===== src/rtl/timer_duty_sequencer.sv =====
// timer_duty_sequencer: bus master that walks a counter_timer compare register (cmpr0/cmpr1)
// through a CPU-loaded duty table, one entry per REPEAT+1 top events.
// Optional feature macro: SEQ_MIRROR_EN enables the ping-pong walk selected by CONTROL[4].
module timer_duty_sequencer #(
  parameter logic [7:0]  SEQ_ADDRESS   = 8'h00,
  parameter logic [7:0]  TIMER_ADDRESS = 8'h00,
  parameter int unsigned DEPTH         = 16
) (
  input  logic       clk,
  input  logic       rst,
  input  logic [7:0] address,
  input  logic [7:0] din,
  input  logic       w_en,
  input  logic       r_en,
  output logic [7:0] dout,
  output logic [7:0] t_address,
  output logic [7:0] t_din,
  output logic       t_req,
  input  logic       t_gnt,
  output logic       t_w_en,
  input  logic       top_flag,
  output logic       top_flag_clr,
  output logic       done_irq
);

  localparam int unsigned AW = $clog2(DEPTH);

  typedef enum logic [1:0] {StIdle, StReq, StWaitTop, StClear} state_e;

  state_e          state_q, state_d;
  logic            ctrl_en_q, ctrl_loop_q, ctrl_tgt_q, ctrl_irq_q;
  logic [AW-1:0]   length_q, ptr_q, idx_q, idx_d;
  logic [7:0]      repeat_q, hold_q, hold_d;
  logic            done_q, set_done, clr_en;
  logic [7:0]      tdin_q, taddr_q, rdata;
  logic [7:0]      table_mem [DEPTH];
  logic            mir_bit;
  logic            adv_end;
  logic [AW-1:0]   adv_next, restart_idx;
`ifdef SEQ_MIRROR_EN
  logic            ctrl_mir_q, dir_q, dir_d;
  assign mir_bit = ctrl_mir_q;
`else
  assign mir_bit = 1'b0;
`endif

  logic wr_ctrl, wr_len, wr_ptr, wr_data, wr_stat, wr_rep, tgt_now;
  assign wr_ctrl = w_en && (address == SEQ_ADDRESS);
  assign wr_len  = w_en && (address == SEQ_ADDRESS + 8'd1);
  assign wr_ptr  = w_en && (address == SEQ_ADDRESS + 8'd2);
  assign wr_data = w_en && (address == SEQ_ADDRESS + 8'd3);
  assign wr_stat = w_en && (address == SEQ_ADDRESS + 8'd4);
  assign wr_rep  = w_en && (address == SEQ_ADDRESS + 8'd5);
  // A starting CONTROL write selects the target in the same cycle it enables.
  assign tgt_now = wr_ctrl ? din[2] : ctrl_tgt_q;

  // Next-state logic: walk the table, count top events, handle CPU abort.
  always_comb begin
    state_d     = state_q;
    idx_d       = idx_q;
    hold_d      = hold_q;
    set_done    = 1'b0;
    clr_en      = 1'b0;
    adv_end     = (idx_q == length_q);
    adv_next    = idx_q + 1'b1;
    restart_idx = '0;
`ifdef SEQ_MIRROR_EN
    dir_d       = dir_q;
    if (ctrl_mir_q && (length_q != '0)) begin
      if (!dir_q) begin
        adv_end = 1'b0;
        if (idx_q == length_q) begin
          dir_d    = 1'b1;
          adv_next = idx_q - 1'b1;
        end
      end else begin
        adv_end     = (idx_q == '0);
        adv_next    = idx_q - 1'b1;
        restart_idx = AW'(1);
      end
    end
`endif
    case (state_q)
      StIdle: begin
        if (wr_ctrl && din[0] && !ctrl_en_q) begin
          state_d = StReq;
          idx_d   = '0;
          hold_d  = '0;
`ifdef SEQ_MIRROR_EN
          dir_d   = 1'b0;
`endif
        end
      end
      StReq: if (t_gnt) state_d = StWaitTop;
      StWaitTop: if (top_flag) state_d = StClear;
      StClear: begin
        if (hold_q != repeat_q) begin
          hold_d  = hold_q + 8'd1;
          state_d = StWaitTop;
        end else begin
          hold_d = '0;
          if (!adv_end) begin
            idx_d   = adv_next;
            state_d = StReq;
          end else if (ctrl_loop_q) begin
            idx_d   = restart_idx;
`ifdef SEQ_MIRROR_EN
            dir_d   = 1'b0;
`endif
            state_d = StReq;
          end else begin
            set_done = 1'b1;
            clr_en   = 1'b1;
            state_d  = StIdle;
          end
        end
      end
      default: state_d = StIdle;
    endcase
    // CPU clearing enable aborts the run without signalling done.
    if ((state_q != StIdle) && wr_ctrl && !din[0]) begin
      state_d  = StIdle;
      set_done = 1'b0;
      clr_en   = 1'b0;
    end
  end

  // State, CPU registers and the latched timer write.
  always_ff @(posedge clk) begin
    if (rst) begin
      state_q     <= StIdle;
      idx_q       <= '0;
      hold_q      <= '0;
      ctrl_en_q   <= 1'b0;
      ctrl_loop_q <= 1'b0;
      ctrl_tgt_q  <= 1'b0;
      ctrl_irq_q  <= 1'b0;
      length_q    <= '0;
      ptr_q       <= '0;
      repeat_q    <= '0;
      done_q      <= 1'b0;
      tdin_q      <= '0;
      taddr_q     <= '0;
      dout        <= '0;
`ifdef SEQ_MIRROR_EN
      ctrl_mir_q  <= 1'b0;
      dir_q       <= 1'b0;
`endif
    end else begin
      state_q <= state_d;
      idx_q   <= idx_d;
      hold_q  <= hold_d;
`ifdef SEQ_MIRROR_EN
      dir_q   <= dir_d;
      if (wr_ctrl) ctrl_mir_q <= din[4];
`endif
      if (wr_ctrl) begin
        ctrl_en_q   <= din[0];
        ctrl_loop_q <= din[1];
        ctrl_tgt_q  <= din[2];
        ctrl_irq_q  <= din[3];
      end
      if (clr_en) ctrl_en_q <= 1'b0;
      if (wr_len) length_q <= din[AW-1:0];
      if (wr_ptr) ptr_q <= din[AW-1:0];
      else if (wr_data) ptr_q <= ptr_q + 1'b1;
      if (wr_rep) repeat_q <= din;
      if (wr_stat && !din[1]) done_q <= 1'b0;
      if (set_done) done_q <= 1'b1;
      // Address and data are captured on entry to REQ so they stay stable while stalled.
      if ((state_d == StReq) && (state_q != StReq)) begin
        tdin_q  <= table_mem[idx_d];
        taddr_q <= TIMER_ADDRESS + 8'd3 + {7'd0, tgt_now};
      end
      if (r_en) dout <= rdata;
    end
  end

  // Duty table storage; contents are not reset.
  always_ff @(posedge clk) begin
    if (wr_data) table_mem[ptr_q] <= din;
  end

  // CPU read mux; unmapped addresses read 0.
  always_comb begin
    rdata = '0;
    if (address == SEQ_ADDRESS) begin
      rdata = {3'b000, mir_bit, ctrl_irq_q, ctrl_tgt_q, ctrl_loop_q, ctrl_en_q};
    end else if (address == SEQ_ADDRESS + 8'd1) begin
      rdata = 8'(length_q);
    end else if (address == SEQ_ADDRESS + 8'd2) begin
      rdata = 8'(ptr_q);
    end else if (address == SEQ_ADDRESS + 8'd3) begin
      rdata = table_mem[ptr_q];
    end else if (address == SEQ_ADDRESS + 8'd4) begin
      rdata = {4'(idx_q), 2'b00, done_q, (state_q != StIdle)};
    end else if (address == SEQ_ADDRESS + 8'd5) begin
      rdata = repeat_q;
    end
  end

  assign t_req        = (state_q == StReq);
  assign t_address    = t_req ? taddr_q : 8'h00;
  assign t_din        = t_req ? tdin_q : 8'h00;
  assign t_w_en       = t_req & t_gnt;
  assign top_flag_clr = (state_q == StClear);
  assign done_irq     = done_q & ctrl_irq_q;

endmodule

===== config.mk =====
export PLATFORM = sky130hd
export DESIGN_NAME = timer_duty_sequencer
export DESIGN_NICKNAME = d
export VERILOG_FILES = /design/src/rtl/timer_duty_sequencer.sv
export SDC_FILE = /design/constraint.sdc
export NUM_CORES = 1
export LEC_CHECK = 0
export BUFFER_PORTS_ARGS = -buffer_cell sky130_fd_sc_hd__buf_2
export CORE_MARGIN = 2
export CORE_UTILIZATION = 35
export CTS_BUF_LIST = sky130_fd_sc_hd__clkbuf_2
export DETAILED_ROUTE_END_ITERATION = 16
export MAX_ROUTING_LAYER = met4
export SYNTH_ARGS = -nofsm -noshare
export SYNTH_HDL_FRONTEND = slang
export SYNTH_SLANG_ARGS = --single-unit

===== constraint.sdc =====
create_clock -name clk -period 3.25 [get_ports clk]
set_input_delay 0.1625 -clock clk [delete_from_list [all_inputs] [get_ports clk]]
set_output_delay 0.1625 -clock clk [all_outputs]
set_load 0.05 [all_outputs]

# Word level (Yosys, flattened, before mapping)
# Memories as Yosys holds them, arrays and structs flattened. A register that Yosys moved wholly into a read port is not among the register bits.
# Cells that the tools add are included.
# classes
add_sub_neg,4
eq_ne,13
mux,38
bitwise_logic,2
n_reduce_logical,23
# ops
cell,count
2-to-1 mux 8 bit,10
2-to-1 mux 4 bit,8
== test 8 x 2 -> 1 bit (second input constant),2
== test 8 x 3 -> 1 bit (second input constant),2
case mux 8 bit (2 select lines),1
logical AND 1 bit,12
2-to-1 mux 1 bit,12
2-to-1 mux 2 bit,5
adder 4 x 1 -> 4 bit (second input constant),2
adder 8 x 1 -> 8 bit (second input constant),1
== test 8 x 1 -> 1 bit (second input constant),1
logical NOT 8 bit,1
!= test 8 bit,1
case mux 2 bit (4 select lines),1
case mux 4 bit (2 select lines),1
nonzero test 2 bit,4
== test 2 x 1 -> 1 bit (second input constant),2
== test 2 bit (second input constant),2
== test 4 bit,1
adder 2 x 1 -> 3 bit (first input constant),1
logical NOT 1 bit,3
bitwise AND 1 bit,2
logical NOT 2 bit,1
!= test 2 x 1 -> 1 bit (second input constant),1
3 further kinds,3
# totals
regBits,51
ramBits,128
input_bits,22
output_inout_bits,28
word_cells,94
memories,1
# memory_table
name,depth,width,rd,rd_clocked_by_memory_dff,write_ports,line,text
table_mem,16,8,2,2,1,36,logic [7:0] table_mem [DEPTH];

# Logic depth before layout (Yosys ltp)
# Gate-level depths: netlist (run 1).
# depth
depth_word,9
depth_mapped,13
ltp_nobuf,10

# Worst setup path after synthesis (run 1)
# No wires, ideal clock.
# synth_path
path_type,register to register
start,reg state_q[1]
end,reg tdin_q[0] (read register of table_mem)
setup_time_ns,0.129
t_arrival_ns,2.655
required_time_ns,3.121
setup_slack_ns,0.466
stages_incl_launch_ff,10
n_path_buf,1
cell_sequence,dfxtp_1 ha_1 nor2b_1 o41ai_1 o31a_1 a31oi_1 buf_4 mux4_2 a32oi_1 o211ai_1
# synth_between
elab_cells_between_ends,16
cone_classes,5 x eq/ne; 6 x mux; 5 x reduce/logical
# synth_rtl
item,line,text
"start, declared",30,"state_e state_q, state_d;"
"start signal, assigned",131,state_q <= StIdle;
"start signal, assigned",150,state_q <= state_d;
== test 2 bit (*),-,
named net top_flag_clr,22,"output logic top_flag_clr,"
case mux 2 bit (4 select lines),83,case (state_q)
2-to-1 mux 2 bit,121,if ((state_q != StIdle) && wr_ctrl && !din[0]) begin
== test 2 x 1 -> 1 bit,171,if ((state_d == StReq) && (state_q != StReq)) begin
logical AND 1 bit,171,
"end, declared",35,"logic [7:0] tdin_q, taddr_q, rdata;"
# Mark *: on every way through the listed nets, which the timed path passes. The rest lies on a longest branch.
# A chain may end at the register's enable or synchronous reset.

# Final worst setup path (run 1)
# layout_path
start,in address[0]
end,reg length_q[1]
# layout_between
elab_chain_len,2
# layout_rtl
item,line,text
"start, declared",11,"input logic [7:0] address,"
== test 8 x 1 -> 1 bit,49,assign wr_len = w_en && (address == SEQ_ADDRESS + 8'd1);
logical AND 1 bit,49,
"end signal, assigned",164,if (wr_len) length_q <= din[AW-1:0];
"end, declared",32,"logic [AW-1:0] length_q, ptr_q, idx_q, idx_d;"
# No other way between the ends.

==> results of run 1 <==
## stage by stage
stage	instances	util (%)	setup WS [ns]	area (sq um)	hold WS [ns]
after detailed placement	1100	38.45	0.3025	9992	0.4486
after global placement	1100	38.45	0.3437	9992	0.4438
final	1162	40.49	0.2145	10520	0.1066
after floorplan	725	-	0.4663	9235	0.2614
after CTS	1161	40.48	0.2104	10520	0.04041
after global routing	1162	40.49	0.05311	10520	0.1071
## report_power, final
group	switching (W)	total, W	internal (W)	leakage [nW]
Combinational	0.000336	0.000500	0.000164	1.86
Sequential	0.0000319	0.00259	0.00256	1.61
Clock	0.000895	0.00115	0.000257	0.147
## worst max-delay path by stage
stage | start | to | slack, ns | depth (start not counted)
detailed placement | repeat_q[6]$_SDFFE_PP0P_ | tdin_q[4]$_SDFFE_PP0P_ | 0.30 | 8
floorplan | state_q[1]$_SDFF_PP0_ | tdin_q[0]$_SDFFE_PP0P_ | 0.47 | 9
finish | address[0] | length_q[1]$_SDFFE_PP0P_ | 0.21 | 11
CTS | flop | dout[3]$_SDFFE_PP0P_ | 0.21 | 6
global route | flop | dout[3]$_SDFFE_PP0P_ | 0.05 | 6
global placement | repeat_q[6]$_SDFFE_PP0P_ | tdin_q[5]$_SDFFE_PP0P_ | 0.34 | 8
## per-layer routing
| metal | global-route usage, % | wire length, um | up-vias |
|---|---|---|---|
| met5 | - | 0 | - |
| met4 | 6.559 | 679 | 0 |
| met3 | 3.432 | 1804 | 41 |
| met2 | 29.14 | 11690 | 254 |
| met1 | 23.75 | 10370 | 3124 |
| li1 | - | - | 2945 |
## placed cells by master (no fill, tap or decap), types with 7 or more instances in the layout
cell type / synthesis / final
a21oi_1: 20 / 20
a22oi_1: 13 / 13
a32oi_1: 8 / 8
and2_1: 18 / 18
buf_2: 9 / 44
buf_4: 9 / 43
clkbuf_2: 0 / 18
dfxtp_1: 57 / 56
dlygate4sd3_1: 0 / 29
edfxtp_1: 128 / 128
ha_1: 10 / 10
inv_1: 17 / 17
mux2i_1: 63 / 63
mux4_2: 48 / 48
nand2_1: 54 / 54
nand3_1: 35 / 35
nand4_1: 13 / 13
nor2_1: 55 / 55
nor3_1: 10 / 10
o2111ai_1: 8 / 8
o211ai_1: 7 / 7
o21ai_0: 19 / 19
xor2_1: 17 / 17
## kinds of logic after synthesis
kind of cell	Yosys count
simple gates	219
flops	185
mux	112
compound gates	108
buf+inv	67
xor+xnor	19
fa+ha+maj	10
other cells	1
## final cells by class
| type | instances | share of cell area [%] |
|---|---|---|
| antenna | 1 | 0.02379 |
| clock buffer | 18 | 0.8563 |
| clock inverter | 14 | 1.380 |
| inverter | 17 | 0.6066 |
| multi-input combinational | 473 | 37.26 |
| sequential | 185 | 47.40 |
| tap | 335 | 3.984 |
| timing repair buffer | 119 | 8.492 |
## synthesized netlist by cell type, drive strengths merged (2+ instances only)
cell and instances:
nor3 11, nand3 35, nor4 6, and2 18, o2111ai 8, a31oi 6
or4 4, nor2b 4, xnor2 2, and3b 4, nand4 13, o21ai 24
o31a 2, nor3b 2, dfxtp 57, clkbuf 20, mux2i 63, nor2 56
nand2 55, a22oi 13, inv 17, o31ai 2, and3 3, a22o 3
o21a 2, xor2 17, a21oi 21, buf 30, mux4 48, a32oi 8
ha 10, nand2b 5, a211oi 3, o211ai 7, edfxtp 128
## worst reg2reg max path, cell delays in order (launching register included)
cell and delay, ns:
dfxtp_1 0.50, xor2_1 0.12, or4_4 0.58, or4_4 0.57
o21a_4 0.26, nor2_4 0.35, buf_4 0.28, nand2_1 0.08
nand4_1 0.09, nand4_1 0.09
## registers in the layout, summed over array words and instances, names as in the netlist, named ones only
signal,cells
table_mem,128
dout,8
hold_q,8
repeat_q,8
tdin_q,8
idx_q,4
length_q,4
ptr_q,4
state_q,2
taddr_q,2
ctrl_en_q,1
ctrl_irq_q,1
ctrl_loop_q,1
ctrl_tgt_q,1
done_q,1
## what timing repair did
action / CTS / global route
endpoints found under the setup margin: 0 / 0
hold endpoints to repair: 177 / 0
hold buffers: 29 / 0
==> flow_summary.yaml, run 1 <==
outcome:
  status: "finished, final reports clean"
min_path:
  hold_start: "address[4]"
  holdPathEnd: "dout[2]$_SDFFE_PP0P_"
  hold_depth: 6
  min-delay-path-class: "input pin to flop"
clock_network:
  clock_latency_ns: 0.79
  cts_resized: 0
  clock_path_buffers: 2
  htreeDepth: 4
  cts_root_buf: "clkbuf_2"
  cts_buffers: 17
  cts_sinks: 185
  postCtsSetupRepairBufs: 0
  cts.reportedPaths.clkPinSlew_ns: 0.26
  cts_tree: "yes"
die:
  dieHeight_um: 166.3
  io_pins: 50
  core-area_sq_mm: 0.02598
  initial_utilization_pct: 35.48
  die_area_sq_mm: 0.02766
  die_w_um: 166.3
  rows: 59
timing:
  finClkSkew_ns: 0.05748
  tns_ns: 0
  timing.fmax_ghz: 0.3294
  setup_violations: 0
  period_share_pct: 93.40
  rsz0062_at_grt: "false"
  finalHoldViolCount: 0
  relSlewSlack_pct: 51.86
  period_minus_slack_ns: 3.036
  worst_pin_slew_ns: 0.7128
  drv_slew: 0
critical_path:
  rrSetupSlack_ns: 0.23
  critical_path.max_stage_delay_ns: 0.61
  start_kind: "input pin"
  crit_path_end_kind: "flop"
  r2r-end: "tdin_q[2]$_SDFFE_PP0P_"
  critical_path_class: "input pin to flop"
  arrival_ns: 3.76
  cpMostUsedCell: "dlygate4sd3_1"
  reg2reg_from: "hold_q[3]$_SDFFE_PP0P_"
  crit_fanout: 22
  crit_chain: "dlygate4sd3_1, buf_2, buf_4, inv_1, nor4_1, dlygate4sd3_1, buf_4, nand3_1, dlygate4sd3_1, a21oi_1, dlygate4sd3_1"
  slowest_stage: "dlygate4sd3_1"
  worstPathRequired_ns: 3.98
  worst-path-buf-inv: 8
  rr_worst_depth: 9
  crit_family: "buffers and inverters"
synthesis:
  ys_types: 64
  synthTopCellsByArea: "edfxtp_1 42%, dfxtp_1 12%, mux4_2 12%, mux2i_1 6.8%, nor2_1 2.2%"
  synth_top_area_cell: "edfxtp_1"
  yosys_warnings: 0
  async_reset_ff_share_pct: 0
  synthSimpleGateAreaFrac_pct: 12.08
  synthAdderAreaFrac_pct: 1.357
  ys_ff_latch: 185
  ys_seq_area_share_pct: 54.06
  synth_top_area_share_pct: 41.69
  synth_edf_count: 128
  muxShareOfSynthArea_pct: 18.69
  synth-main-ff-cell: "edfxtp_1"
  synth-compound-area-share_pct: 8.224
  avgSynthCellArea_sq_um: 12.79
  synth_top_family_by_area: "multiplexers"
  synth_xor_area_share_pct: 1.805
  synth_cells: 721
  synthesis.area_sq_mm: 0.009220
route:
  num_vias: 6364
  viasPerCell: 5.477
  drcViolationCount: 0
  antenna_left: 0
  wl_per_cell_um: 21.12
  totalWireLength_um: 24540
  drt-initial-drc-count: 643
  dr.pass1.iters: 7
final_layout:
  multi_input_area_sq_mm: 0.003920
  syn2layout_area_growth_pct: 14.10
  ff_latch_area_sq_mm: 0.004986
  layout-drive-gt1-share_pct: 22.64
  nNetsFinal: 845
  n_fill_cell: 2473
power_and_ir_drop:
  p_total_w: 0.004242
  ir_drop_uv: 168.5
  p_per_area_mw_per_mm2: 403.3
  leakage_nw: 3.618
grt:
  grt_max_degree: 42
  gr-total-overflow: 0
  antenna_found_initial: 1
  grt_pass1_vias: 6212
  grt_use_total_pct: 18.38
  grt_pass1_wl_um: 37270
run:
  cap_viol_max_count: 0
placement:
  gp_congestion: 0.8700
  dp_hpwl_um: 17370
  io_buffers: 44
(Power assumes the default switching activity.)
==> run 2, diff against run 1 <==
CELL_PAD_IN_SITES_DETAIL_PLACEMENT = 1   (was default)
CELL_PAD_IN_SITES_GLOBAL_PLACEMENT = 1   (was default)
PLACE_DENSITY_LB_ADDON = 0.1   (was default)
SLEW_MARGIN = 20   (was default)
==> run 2 against run 1 <==
  * Clock skew down 0.0091 ns
  * Via count up 2.6%
  * Total power up 1.3%
  * Highest routed layer unchanged
  * Worst setup slack worse by 0.026 ns
  * Critical endpoint is now dout[2]$_SDFFE_PP0P_
  * Largest cell class unchanged
  * Sequential cell count unchanged
==> flow_summary.yaml, run 2 (synthesized netlist as in run 1, its figures left out) <==
timing:
  worst_pin_slew_ns: 0.7717
  finalHoldViolCount: 0
  tns_ns: 0
  period_minus_slack_ns: 3.061
  timing.fmax_ghz: 0.3267
  setup_violations: 0
  relSlewSlack_pct: 48.56
  period_share_pct: 94.19
  finClkSkew_ns: 0.04837
  rsz0062_at_grt: "false"
  drv_slew: 0
min_path:
  holdPathEnd: "ctrl_tgt_q$_SDFF_PP0_"
  hold_depth: 5
  min-delay-path-class: "input pin to flop"
  hold_start: "address[5]"
grt:
  antenna_found_initial: 1
  grt_pass1_vias: 6856
  grt_pass1_wl_um: 44420
  grt_use_total_pct: 22.27
  gr-total-overflow: 0
  grt_max_degree: 36
critical_path:
  slowest_stage: "dlygate4sd3_1"
  critical_path.max_stage_delay_ns: 0.57
  rr_worst_depth: 8
  crit_family: "multiplexers"
  crit_fanout: 14
  rrSetupSlack_ns: 0.19
  worstPathRequired_ns: 3.96
  start_kind: "flop"
  crit_chain: "buf_12, mux4_2, mux4_2, a22oi_1, o21ai_0, o211ai_1, a21oi_1, dlygate4sd3_1"
  worst-path-buf-inv: 2
  arrival_ns: 3.77
  crit_path_end_kind: "flop"
  r2r-end: "dout[2]$_SDFFE_PP0P_"
  cpMostUsedCell: "mux4_2"
  critical_path_class: "flop to flop"
clock_network:
  cts_buffers: 17
  cts_tree: "yes"
  clock_latency_ns: 0.81
  cts.reportedPaths.clkPinSlew_ns: 0.31
  htreeDepth: 4
  cts_sinks: 185
  cts_root_buf: "clkbuf_2"
  clock_path_buffers: 2
route:
  antenna_left: 0
  num_vias: 6527
  dr.pass1.iters: 6
  wl_per_cell_um: 25.17
  drcViolationCount: 0
  drt-initial-drc-count: 577
  viasPerCell: 5.603
  totalWireLength_um: 29330
power_and_ir_drop:
  leakage_nw: 3.635
  ir_drop_uv: 202.9
  p_per_area_mw_per_mm2: 406.1
placement:
  io_buffers: 44
  place_inst: 1102
  gp_congestion: 0.8593
  dp_hpwl_um: 20830
run:
  cap_viol_max_count: 0
die:
  core-area_sq_mm: 0.02598
  initial_utilization_pct: 35.48
  dieHeight_um: 166.3
  die_area_sq_mm: 0.02766
  die_w_um: 166.3
  io_pins: 50
  rows: 59
final_layout:
  final-instance-count-excl-fill: 1165
  largest_reg_flops: 128
  layout_common_cells: "128 x edfxtp_1, 63 x mux2i_1, 56 x dfxtp_1"
  layout-drive-gt1-share_pct: 23.40
  nNetsFinal: 848
  layout_commonest_cell: "edfxtp_1"
  top_register: "table_mem"
  syn2layout_area_growth_pct: 14.82
outcome:
  status: "finished, final reports clean"
## run 2: cell types whose count changed in the layout (fill, tap and decap cells not counted), sizes merged
cell         before  now
buf              90   95
clkinv            5    4
clkinvlp          0    2
dlygate4sd3      29   27
inv              26   25
## run 2: power breakdown
part	internal (W)	switching, W
combinational	0.000167	0.000361
clock	0.000256	0.000928
sequential	0.00256	0.0000277
total	0.00298	0.00132
## run 2: timing repair
action,CTS,global route
setup buffers,3,0
setup endpoints to repair,1,5
endpoints found under the hold margin,177,0
pin swaps,1,0
resized for setup,0,2
hold buffers,28,0
## run 2: how the worst max path moves through the flow
stage	depth (start not counted)	end	slack [ns]	startpoint
2_1_floorplan	9	tdin_q[0]$_SDFFE_PP0P_	0.47	state_q[1]$_SDFF_PP0_
3_3_place_gp	8	tdin_q[0]$_SDFFE_PP0P_	0.04	hold_q[3]$_SDFFE_PP0P_
3_5_place_dp	8	tdin_q[0]$_SDFFE_PP0P_	0.01	hold_q[3]$_SDFFE_PP0P_
4_1_cts	8	dout[2]$_SDFFE_PP0P_	0.03	flop
5_1_grt	8	tdin_q[4]$_SDFFE_PP0P_	0.07	hold_q[3]$_SDFFE_PP0P_
6_report	8	dout[2]$_SDFFE_PP0P_	0.19	flop
## run 2: final cells by class
cell class	count	area, sq um
multi-input combinational	473	3926
fill	2777	15400
clock inverter	14	147.6
inverter	17	63.81
clock buffer	18	90.09
antenna	1	2.502
tap	335	419.2
sequential	185	4989
timing repair buffer	122	948.4
## run 2: metrics by stage
stage / util, % / hold WS, ns / setup slack, ns / total power [W] / area (sq um)
after floorplan: - / 0.2614 / 0.4663 / 0.002928 / 9235
after global placement: 38.61 / 0.4417 / 0.04254 / 0.003132 / 10030
after detailed placement: 38.61 / 0.4694 / 0.01228 / 0.003142 / 10030
after CTS: 40.74 / 0.001795 / 0.03012 / 0.004344 / 10590
after global routing: 40.74 / 0.05807 / 0.07343 / 0.004477 / 10590
final: 40.74 / 0.09000 / 0.1887 / 0.004299 / 10590
## run 2: per-layer routing
metal	global-route usage, %	vias up	share of wire, %
li1	-	2950	-
met1	28.57	3370	44
met2	36.64	170	50
met3	4.266	37	4.6
met4	5.435	0	1.8
met5	-	-	0
## run 2: worst min-delay path, cell delays in order
cell and delay, ns:
buf_2 0.13, nor4_4 0.07, nand3_1 0.24, mux2i_1 0.15, nor2_1 0.09
==> run 3, diff against run 2 <==
ABC_AREA = 1   (was default)
==> run 3 against run 2 <==
  * Clock skew increased by 0.010 ns
  * Hold slack better by 0.031 ns
  * Maximum frequency is 3.3% lower
  * Critical path type is now input pin to flop
  * Largest power group unchanged
==> flow_summary.yaml, run 3 <==
outcome:
  status: "finished, final reports clean"
critical_path:
  critical_path.max_stage_delay_ns: 0.62
  arrival_ns: 3.96
  critical_path_class: "input pin to flop"
  slowest_stage: "dlygate4sd3_1"
  crit_family: "buffers and inverters"
  start_kind: "input pin"
  worst-path-buf-inv: 6
  crit_fanout: 6
  worstPathRequired_ns: 4.04
  crit_chain: "dlygate4sd3_1, buf_2, nor2_1, dlygate4sd3_1, nand3_1, nor2_1, inv_1, nor2_1, inv_1, o21ai_0, nand2_1, o21ai_0, o221ai_1, a21oi_1, dlygate4sd3_1"
  crit_path_end_kind: "flop"
final_layout:
  layout_commonest_cell: "nand2_1"
  nNetsFinal: 1334
  n_fill_cell: 3396
  largest_reg_flops: 128
  finalCoreUtilization_pct: 39.79
  layout_common_cells: "236 x nand2_1, 233 x nand3_1, 164 x inv_1"
  final-instance-count-excl-fill: 1694
  final_area_sq_mm: 0.01112
  syn2layout_area_growth_pct: 11.20
  layout-drive-gt1-share_pct: 11.18
  top_register: "table_mem"
die:
  core-area_sq_mm: 0.02793
  dieHeight_um: 173.0
  die_w_um: 173.0
  die_area_sq_mm: 0.02993
  io_pins: 50
  rows: 61
  initial_utilization_pct: 35.78
route:
  drt-initial-drc-count: 872
  totalWireLength_um: 37760
  dr.pass1.iters: 5
  antenna_left: 0
  wl_per_cell_um: 22.29
  drcViolationCount: 0
  num_vias: 9092
  viasPerCell: 5.367
power_and_ir_drop:
  p_per_area_mw_per_mm2: 465.1
  ir_drop_uv: 301.1
  leakage_nw: 4.649
timing:
  finClkSkew_ns: 0.05878
  drv_slew: 0
  setup_violations: 0
  period_minus_slack_ns: 3.166
  tns_ns: 0
  period_share_pct: 97.41
  whs_ns: 0.1208
  timing.fmax_ghz: 0.3159
  worst_pin_slew_ns: 0.8675
  finalHoldViolCount: 0
  relSlewSlack_pct: 41.95
  rsz0062_at_grt: "false"
grt:
  grt_use_total_pct: 26.14
  grt_pass1_vias: 9013
  grt_max_degree: 73
  antenna_found_initial: 1
  gr-total-overflow: 0
  grt_pass1_wl_um: 57200
synthesis:
  synth_top_area_share_pct: 38.45
  async_reset_ff_share_pct: 0
  avgSynthCellArea_sq_um: 8.016
  synthesis.area_sq_mm: 0.009996
  synthTopCellsByCount: "237 x nand2_1, 233 x nand3_1, 165 x inv_1"
  synth_top_area_cell: "edfxtp_1"
  ys_seq_area_share_pct: 49.87
  ys_ff_latch: 185
  synth_most_common_cell: "nand2_1"
  yosys_warnings: 0
  synth_edf_count: 128
  synth-main-ff-cell: "edfxtp_1"
  synth_cells: 1247
  ys_types: 46
  synthTopCellsByArea: "edfxtp_1 38%, nand3_1 12%, dfxtp_1 11%, nand2_1 8.9%, inv_1 6.2%"
clock_network:
  cts_buffers: 17
  clock_path_buffers: 2
  postCtsSetupRepairBufs: 0
  clock_latency_ns: 0.85
  htreeDepth: 4
  cts_root_buf: "clkbuf_2"
  cts.reportedPaths.clkPinSlew_ns: 0.28
  cts_tree: "yes"
  cts_sinks: 185
placement:
  dpl_cell_area_sq_mm: 0.01055
  dp_hpwl_um: 25270
  gp_congestion: 0.8423
  io_buffers: 44
  place_inst: 1629
min_path:
  min-delay-path-class: "input pin to flop"
run:
  cap_viol_max_count: 0
-- run 3: changes by cell type after synthesis, sizes merged, moves of 13 or more --
cell / change
and2: -18
mux4: -48
nor2: +29
a22oi: -13
xor2: -13
nand3: +198
nand2: +190
mux2i: -63
o21ai: +69
inv: +163
clkbuf: +16
a21oi: +70
-- run 3: power by group --
part	switching [W]	internal [W]	leakage, nW	total [W]
Clock	0.000946	0.000307	0.133	0.00125
Combinational	0.000922	0.000359	2.91	0.00128
Sequential	0.0000667	0.00257	1.61	0.00264
Total	0.00193	0.00324	4.65	0.00517
-- run 3: path summary, 6_finish.rpt --
check	cells after the start	to	start	slack, ns
worst max-delay path	15	dout[2]$_SDFFE_PP0P_	address[5]	0.08
worst min-delay path	7	ptr_q[1]$_SDFFE_PP0N_	address[7]	0.12
worst max register to register	11	dout[2]$_SDFFE_PP0P_	flop	0.23
worst min register to register	2	dout[7]$_SDFFE_PP0P_	dout[7]$_SDFFE_PP0P_	0.49
-- run 3: routing by layer --
metal / track usage [%] / wire, um / part of all wire (%)
met3: 2.661 / 1750 / 4.6
met1: 37.64 / 18440 / 49
met4: 7.168 / 697 / 1.8
met5: - / 0 / 0
met2: 39.15 / 16870 / 45
-- run 3: layout make-up --
type	instances	area, sq um	area share (%)
clock buffers	17	85.08	0.7654
repair buffers	104	775.7	6.979
inverters	183	691.9	6.225
multi-input cells	811	3946	35.50
flip-flops and latches	185	4986	44.86
clock inverters	15	155.1	1.396
diodes	1	2.502	0.02251
well taps	378	473.0	4.255
-- run 3: cell families after synthesis --
group / Yosys count / share of synthesized area, %
xor gates and xnor gates: 6 / 0.5257
and+or+nand+nor: 587 / 26.47
adders and majority gates: 10 / 1.252
AOI/OAI and AO/OA: 203 / 10.99
other: 1 / 0.03752
buffers and inverters: 255 / 10.85
DFF: 185 / 49.87
-- run 3: metrics by stage --
stage	total power [W]	setup WS (ns)
after CTS	0.005200	0.06452
after floorplan	0.003557	0.8715
after global placement	0.003918	0.5779
after global routing	0.005431	0.0008149
after detailed placement	0.003917	0.5989
final	0.005170	0.08422
-- run 3: tightest hold or removal path, stage by stage --
cell and delay [ns]:
buf_2 0.07, nor2_1 0.04, nand3_1 0.11, nor2_1 0.07, inv_1 0.14, o21ai_0 0.13
a31oi_1 0.19
-- run 3: repair_timing --
| item | 4_1_cts | 5_1_grt |
|---|---|---|
| endpoints found under the setup margin | 0 | 7 |
| hold buffers | 32 | 0 |
| endpoints found under the hold margin | 179 | 0 |
| resized for setup | 0 | 2 |
